**config.mk**
```make
export PLATFORM = sky130hd
export DESIGN_NAME = alu_uart_sequencer
export DESIGN_NICKNAME = d
export VERILOG_FILES = /design/src/rtl/alu_uart_sequencer.sv
export SDC_FILE = /design/constraint.sdc
export NUM_CORES = 1
export LEC_CHECK = 0
export CAP_MARGIN = 20
export CORE_MARGIN = 5
export CORE_UTILIZATION = 30
export CTS_BUF_LIST = sky130_fd_sc_hd__clkbuf_4 sky130_fd_sc_hd__clkbuf_8 sky130_fd_sc_hd__clkbuf_16
export CTS_CLUSTER_DIAMETER = 40
export DETAILED_ROUTE_END_ITERATION = 10
export GPL_TIMING_DRIVEN = 0
export SLEW_MARGIN = 0
export SYNTH_ARGS = -nofsm -noshare
export SYNTH_HDL_FRONTEND = slang
export SYNTH_SLANG_ARGS = --single-unit
```
**constraint.sdc**
```tcl
create_clock -name i_clk -period 2 [get_ports i_clk]
set_input_delay 0.3 -clock i_clk [delete_from_list [all_inputs] [get_ports i_clk]]
set_output_delay 0.3 -clock i_clk [all_outputs]
set_load 0.05 [all_outputs]
```
**src/rtl/alu_uart_sequencer.sv**
```systemverilog
// alu_uart_sequencer
// Collects a three-byte command (operand A, operand B, opcode) from the UART
// receiver and holds it in registers that drive the ALU. It then captures the
// (OPERAND_SIZE+1)-bit ALU result and returns it as two bytes through the
// UART transmitter: the low byte first, then a byte carrying the carry/borrow
// bit in bit 0.
// Ports:
//   i_clk, i_reset   clock and synchronous active-high reset
//   i_rx_data        received byte, qualified by the i_rx_done pulse
//   i_tx_done        pulse: transmitter finished the current byte
//   i_alu_result     combinational ALU result
//   o_dato_a/b       registered ALU operands
//   o_op_code        registered ALU opcode
//   o_tx_data        registered byte for the transmitter
//   o_tx_start       pulse: start transmitting o_tx_data
//   o_busy           high whenever not waiting for operand A
//   o_timeout        pulse: a partial command was discarded
module alu_uart_sequencer #(
    parameter int unsigned OPERAND_SIZE   = 8,
    parameter int unsigned OP_CODE_SIZE   = 6,
    parameter int unsigned TIMEOUT_CYCLES = 100000000
) (
    input  logic                    i_clk,
    input  logic                    i_reset,
    input  logic [7:0]              i_rx_data,
    input  logic                    i_rx_done,
    input  logic                    i_tx_done,
    input  logic [OPERAND_SIZE:0]   i_alu_result,
    output logic [OPERAND_SIZE-1:0] o_dato_a,
    output logic [OPERAND_SIZE-1:0] o_dato_b,
    output logic [OP_CODE_SIZE-1:0] o_op_code,
    output logic [7:0]              o_tx_data,
    output logic                    o_tx_start,
    output logic                    o_busy,
    output logic                    o_timeout
);

    localparam int unsigned CNT_W = (TIMEOUT_CYCLES > 2) ? $clog2(TIMEOUT_CYCLES) : 1;
    localparam logic [CNT_W-1:0] CNT_LAST = CNT_W'(TIMEOUT_CYCLES - 1);

    typedef enum logic [2:0] {
        GET_A   = 3'd0,
        GET_B   = 3'd1,
        GET_OP  = 3'd2,
        EXEC    = 3'd3,
        SEND_LO = 3'd4,
        WAIT_LO = 3'd5,
        SEND_HI = 3'd6,
        WAIT_HI = 3'd7
    } state_t;

    state_t                  r_state;
    state_t                  w_state_next;
    logic [OPERAND_SIZE-1:0] r_dato_a,   w_dato_a_next;
    logic [OPERAND_SIZE-1:0] r_dato_b,   w_dato_b_next;
    logic [OP_CODE_SIZE-1:0] r_op_code,  w_op_code_next;
    logic [OPERAND_SIZE:0]   r_result,   w_result_next;
    logic [7:0]              r_tx_data,  w_tx_data_next;
    logic                    r_tx_start, w_tx_start_next;
    logic                    r_busy,     w_busy_next;
    logic                    r_timeout,  w_timeout_next;
    logic [CNT_W-1:0]        r_cnt,      w_cnt_next;

    // State and output registers; every output is a direct register copy.
    always_ff @(posedge i_clk) begin
        if (i_reset) begin
            r_state    <= GET_A;
            r_dato_a   <= '0;
            r_dato_b   <= '0;
            r_op_code  <= '0;
            r_result   <= '0;
            r_tx_data  <= '0;
            r_tx_start <= 1'b0;
            r_busy     <= 1'b0;
            r_timeout  <= 1'b0;
            r_cnt      <= '0;
        end else begin
            r_state    <= w_state_next;
            r_dato_a   <= w_dato_a_next;
            r_dato_b   <= w_dato_b_next;
            r_op_code  <= w_op_code_next;
            r_result   <= w_result_next;
            r_tx_data  <= w_tx_data_next;
            r_tx_start <= w_tx_start_next;
            r_busy     <= w_busy_next;
            r_timeout  <= w_timeout_next;
            r_cnt      <= w_cnt_next;
        end
    end

    // Next-state and next-output logic. Registered outputs are computed from
    // the state being entered, so o_tx_start is high exactly in SEND_LO/SEND_HI.
    always_comb begin
        w_state_next    = r_state;
        w_dato_a_next   = r_dato_a;
        w_dato_b_next   = r_dato_b;
        w_op_code_next  = r_op_code;
        w_result_next   = r_result;
        w_tx_data_next  = r_tx_data;
        w_tx_start_next = 1'b0;
        w_timeout_next  = 1'b0;
        w_cnt_next      = r_cnt;

        case (r_state)
            GET_A: begin
                w_cnt_next = '0;
                if (i_rx_done) begin
                    w_dato_a_next = i_rx_data[OPERAND_SIZE-1:0];
                    w_state_next  = GET_B;
                end
            end
            GET_B: begin
                if (i_rx_done) begin
                    w_dato_b_next = i_rx_data[OPERAND_SIZE-1:0];
                    w_cnt_next    = '0;
                    w_state_next  = GET_OP;
                end else if (r_cnt == CNT_LAST) begin
                    w_timeout_next = 1'b1;
                    w_cnt_next     = '0;
                    w_state_next   = GET_A;
                end else begin
                    w_cnt_next = r_cnt + CNT_W'(1);
                end
            end
            GET_OP: begin
                if (i_rx_done) begin
                    w_op_code_next = i_rx_data[OP_CODE_SIZE-1:0];
                    w_cnt_next     = '0;
                    w_state_next   = EXEC;
                end else if (r_cnt == CNT_LAST) begin
                    w_timeout_next = 1'b1;
                    w_cnt_next     = '0;
                    w_state_next   = GET_A;
                end else begin
                    w_cnt_next = r_cnt + CNT_W'(1);
                end
            end
            EXEC: begin
                // Operands have been stable for a cycle; capture the result
                // and present the low byte together with the start pulse.
                w_result_next   = i_alu_result;
                w_tx_data_next  = 8'(i_alu_result[OPERAND_SIZE-1:0]);
                w_tx_start_next = 1'b1;
                w_state_next    = SEND_LO;
            end
            SEND_LO: begin
                w_state_next = WAIT_LO;
            end
            WAIT_LO: begin
                if (i_tx_done) begin
                    w_tx_data_next  = 8'(r_result[OPERAND_SIZE]);
                    w_tx_start_next = 1'b1;
                    w_state_next    = SEND_HI;
                end
            end
            SEND_HI: begin
                w_state_next = WAIT_HI;
            end
            WAIT_HI: begin
                if (i_tx_done) begin
                    w_state_next = GET_A;
                end
            end
            default: begin
                w_state_next = GET_A;
            end
        endcase

        w_busy_next = (w_state_next != GET_A);
    end

    assign o_dato_a   = r_dato_a;
    assign o_dato_b   = r_dato_b;
    assign o_op_code  = r_op_code;
    assign o_tx_data  = r_tx_data;
    assign o_tx_start = r_tx_start;
    assign o_busy     = r_busy;
    assign o_timeout  = r_timeout;

endmodule

```
==> flow_summary.yaml <==
finish:
  n_antenna_cell: 0
  fin_cells: 548
  nNetsFinal: 436
  multiInputGateArea_um2: 1590
  fillers: 944
  fin_area_um2: 3990
  drive_gt1_share_pct: 13.8
  regArea_um2: 1290
  syn2layout_area_growth_pct: 38.6
sta:
  finalSetupViolations: 0
  timing.final.ws_setup_ps: 61.3
  tightest_slew_ps: 789
  period_minus_slack_ps: 1940
  hold_violations: 0
  layout_worst_path_cycle_share_pct: 96.9
  fin_tns_setup_ps: 0
  final-max-slew-violation-count: 0
  worst_clock_skew_ps: 11.3
  fmax_mhz: 516
  hold_ws_ps: 373
  slew_headroom_pct: 47.2
cts:
  clockRootBuffer: "clkbuf_8"
  cts_buffer_depth: 2
  clk_latency_ps: 350
  clkSinkCount: 64
  htreeDepth: 3
  clk_pin_slew_ps: 70
  cts_tree: "yes"
  cts_hold_buf: 0
  numCtsBuffers: 9
setup_path:
  r2r_end: "r_cnt[11]"
  reg2reg_depth: 6
  crit_path_start_kind: "flop"
  timing.rr.start: "r_cnt[7]"
  crit_arrival_ps: 2180
  endpoint_kind: "flop"
  path_class: "flop to flop"
  r2r_slack_ps: 60
  cp.required_ps: 2240
  cp_max_fo: 9
global_routing:
  grt_pass1_wl_um: 12500
  grt_pass1_vias: 2537
  track_usage_pct: 13.5
  antenna_found_initial: 0
  grt.overflow.total: 0
  grt_max_degree: 12
yosys:
  synth-main-ff-cell: "dfxtp_1"
  async_reset_ff_share_pct: 0
  yosysTopAreaCellShare_pct: 44.5
  synth_area_per_cell_um2: 8.46
  synth_nets: 362
  yosys-top-cells-count: "dfxtp_1 (64), nand2_1 (47), nor2_1 (40)"
  netlist-cell-type-count: 53
  ys_ff_latch: 64
  yosys_warnings: 0
  synth_top_area_cell: "dfxtp_1"
  yosysMostFrequentCell: "dfxtp_1"
  synth.area.top_cells: "dfxtp_1 (45%), nand2_1 (6.1%), nor2_1 (5.2%)"
  synthCells: 340
  synth_edf_count: 0
  netlist_area_um2: 2880
  ys_seq_area_share_pct: 44.5
worst_hold_path:
  min_from: "i_reset"
  hold_end: "r_state[2]"
  hold_depth: 2
  hp-class: "input port to flop"
floorplanning:
  dieArea_um2: 11700
  die_h_um: 108
  start_util_pct: 31.0
  num_rows: 35
  pin_count: 54
  core-area_um2: 9280
  die_w_um: 108
place:
  port_buffers: 51
  placed_cells: 520
  dp_hpwl_um: 5490
  placed_cell_area_um2: 3550
  pre_cts_ws_ps: -313
  routabilityCongestion: 0.837
pwr:
  p_per_area_nw_per_um2: 752
  ir_drop_uv: 400
  p_leak_nw: 1.32
drt:
  postRouteWirelength_um: 7890
  drc: 0
  num_vias: 2748
  firstDrtPassIters: 5
  drtIter0Drc: 117
  via_per_inst: 5.01
  wl_per_cell_um: 14.4
  ant_nets: 0
flow_run:
  maxCapViolCount: 0
run_status:
  status: "complete, no violations"
[where the power goes]
part,switching [W],leakage [nW],internal [W]
logic,0.000261,0.693,0.000149
registers,0.0000215,0.521,0.00131
clock network,0.000509,0.109,0.000747
[stage by stage]
stage / power, W / util (%)
after floorplan: 0.00160 / -
after global placement: 0.00175 / 38.2
after detailed placement: 0.00175 / 38.2
after CTS: 0.00301 / 41.8
after global routing: 0.00312 / 43.0
final: 0.00300 / 43.0
[cell families after synthesis]
family | after synthesis | share of synthesized area, %
compound gates | 62 | 14.1
xor+xnor | 17 | 5.17
fa+ha+maj | 1 | 0.435
buf+inv | 25 | 3.70
flops | 64 | 44.5
mux | 7 | 2.43
simple gates | 164 | 29.7
[layout make-up]
type / instances / area share (%)
tap: 129 / 4.05
sequential: 64 / 32.4
timing repair buffer: 64 / 15.2
inverter: 7 / 0.659
multi-input combinational: 251 / 39.8
buffer: 17 / 2.23
clock inverter: 5 / 2.01
clock buffer: 11 / 3.64
[repair_timing]
action | 4_1_cts | 5_1_grt
endpoints found under the setup margin | 28 | 25
pin swaps | 4 | 6
resized for setup | 16 | 19
setup buffers | 5 | 8
[placed cells by master, fill, tap and decap left out, types with 5 or more instances in the layout]
cell type,instances
nor4b_1,6
and4_1,6
nor2_1,40
nand2b_1,6
inv_1,7
nor3_1,5
buf_4,13
xnor2_1,9
clkbuf_8,10
xor2_1,8
a22o_1,6
mux2i_1,7
nor4_1,5
clkbuf_1,6
clkdlybuf4s50_1,51
nand3_1,9
a21oi_1,26
nand2_1,46
nand4_1,12
dfxtp_1,59
[state kept, by name, indices dropped and copies added, names as in the netlist]
register,flops
r_state,3
o_busy,1
o_dato_a,8
o_tx_start,1
o_tx_data,8
o_op_code,6
o_timeout,1
o_dato_b,8
r_cnt,27
r_result,1
[critical path, stage by stage (launching register included)]
cell	delay, ps
dfxtp_1	410
nand4_4	150
or4_4	600
o21a_1	200
buf_6	140
and4_1	200
o22a_1	150
[worst max-delay path by stage]
stage	from	endpoint	slack, ps	depth (start not counted)
2_1_floorplan	r_cnt[0]	r_cnt[11]	7	7
3_3_place_gp	r_cnt[9]	r_cnt[15]	-290	6
3_5_place_dp	r_cnt[9]	r_cnt[15]	-310	6
4_1_cts	r_cnt[10]	r_cnt[26]	9	6
5_1_grt	r_cnt[10]	r_cnt[26]	-10	7
6_report	r_cnt[7]	r_cnt[11]	60	6
[routing by layer]
metal | vias to the layer above | global-route usage, % | routed length [µm]
met4 | 0 | 6.13 | 150
met3 | 12 | 4.00 | 409
met1 | 1304 | 17.5 | 3550
li1 | 1358 | - | -
met2 | 74 | 20.6 | 3780
met5 | - | 0 | 0
Note: power is estimated with default switching activity, not from simulation.
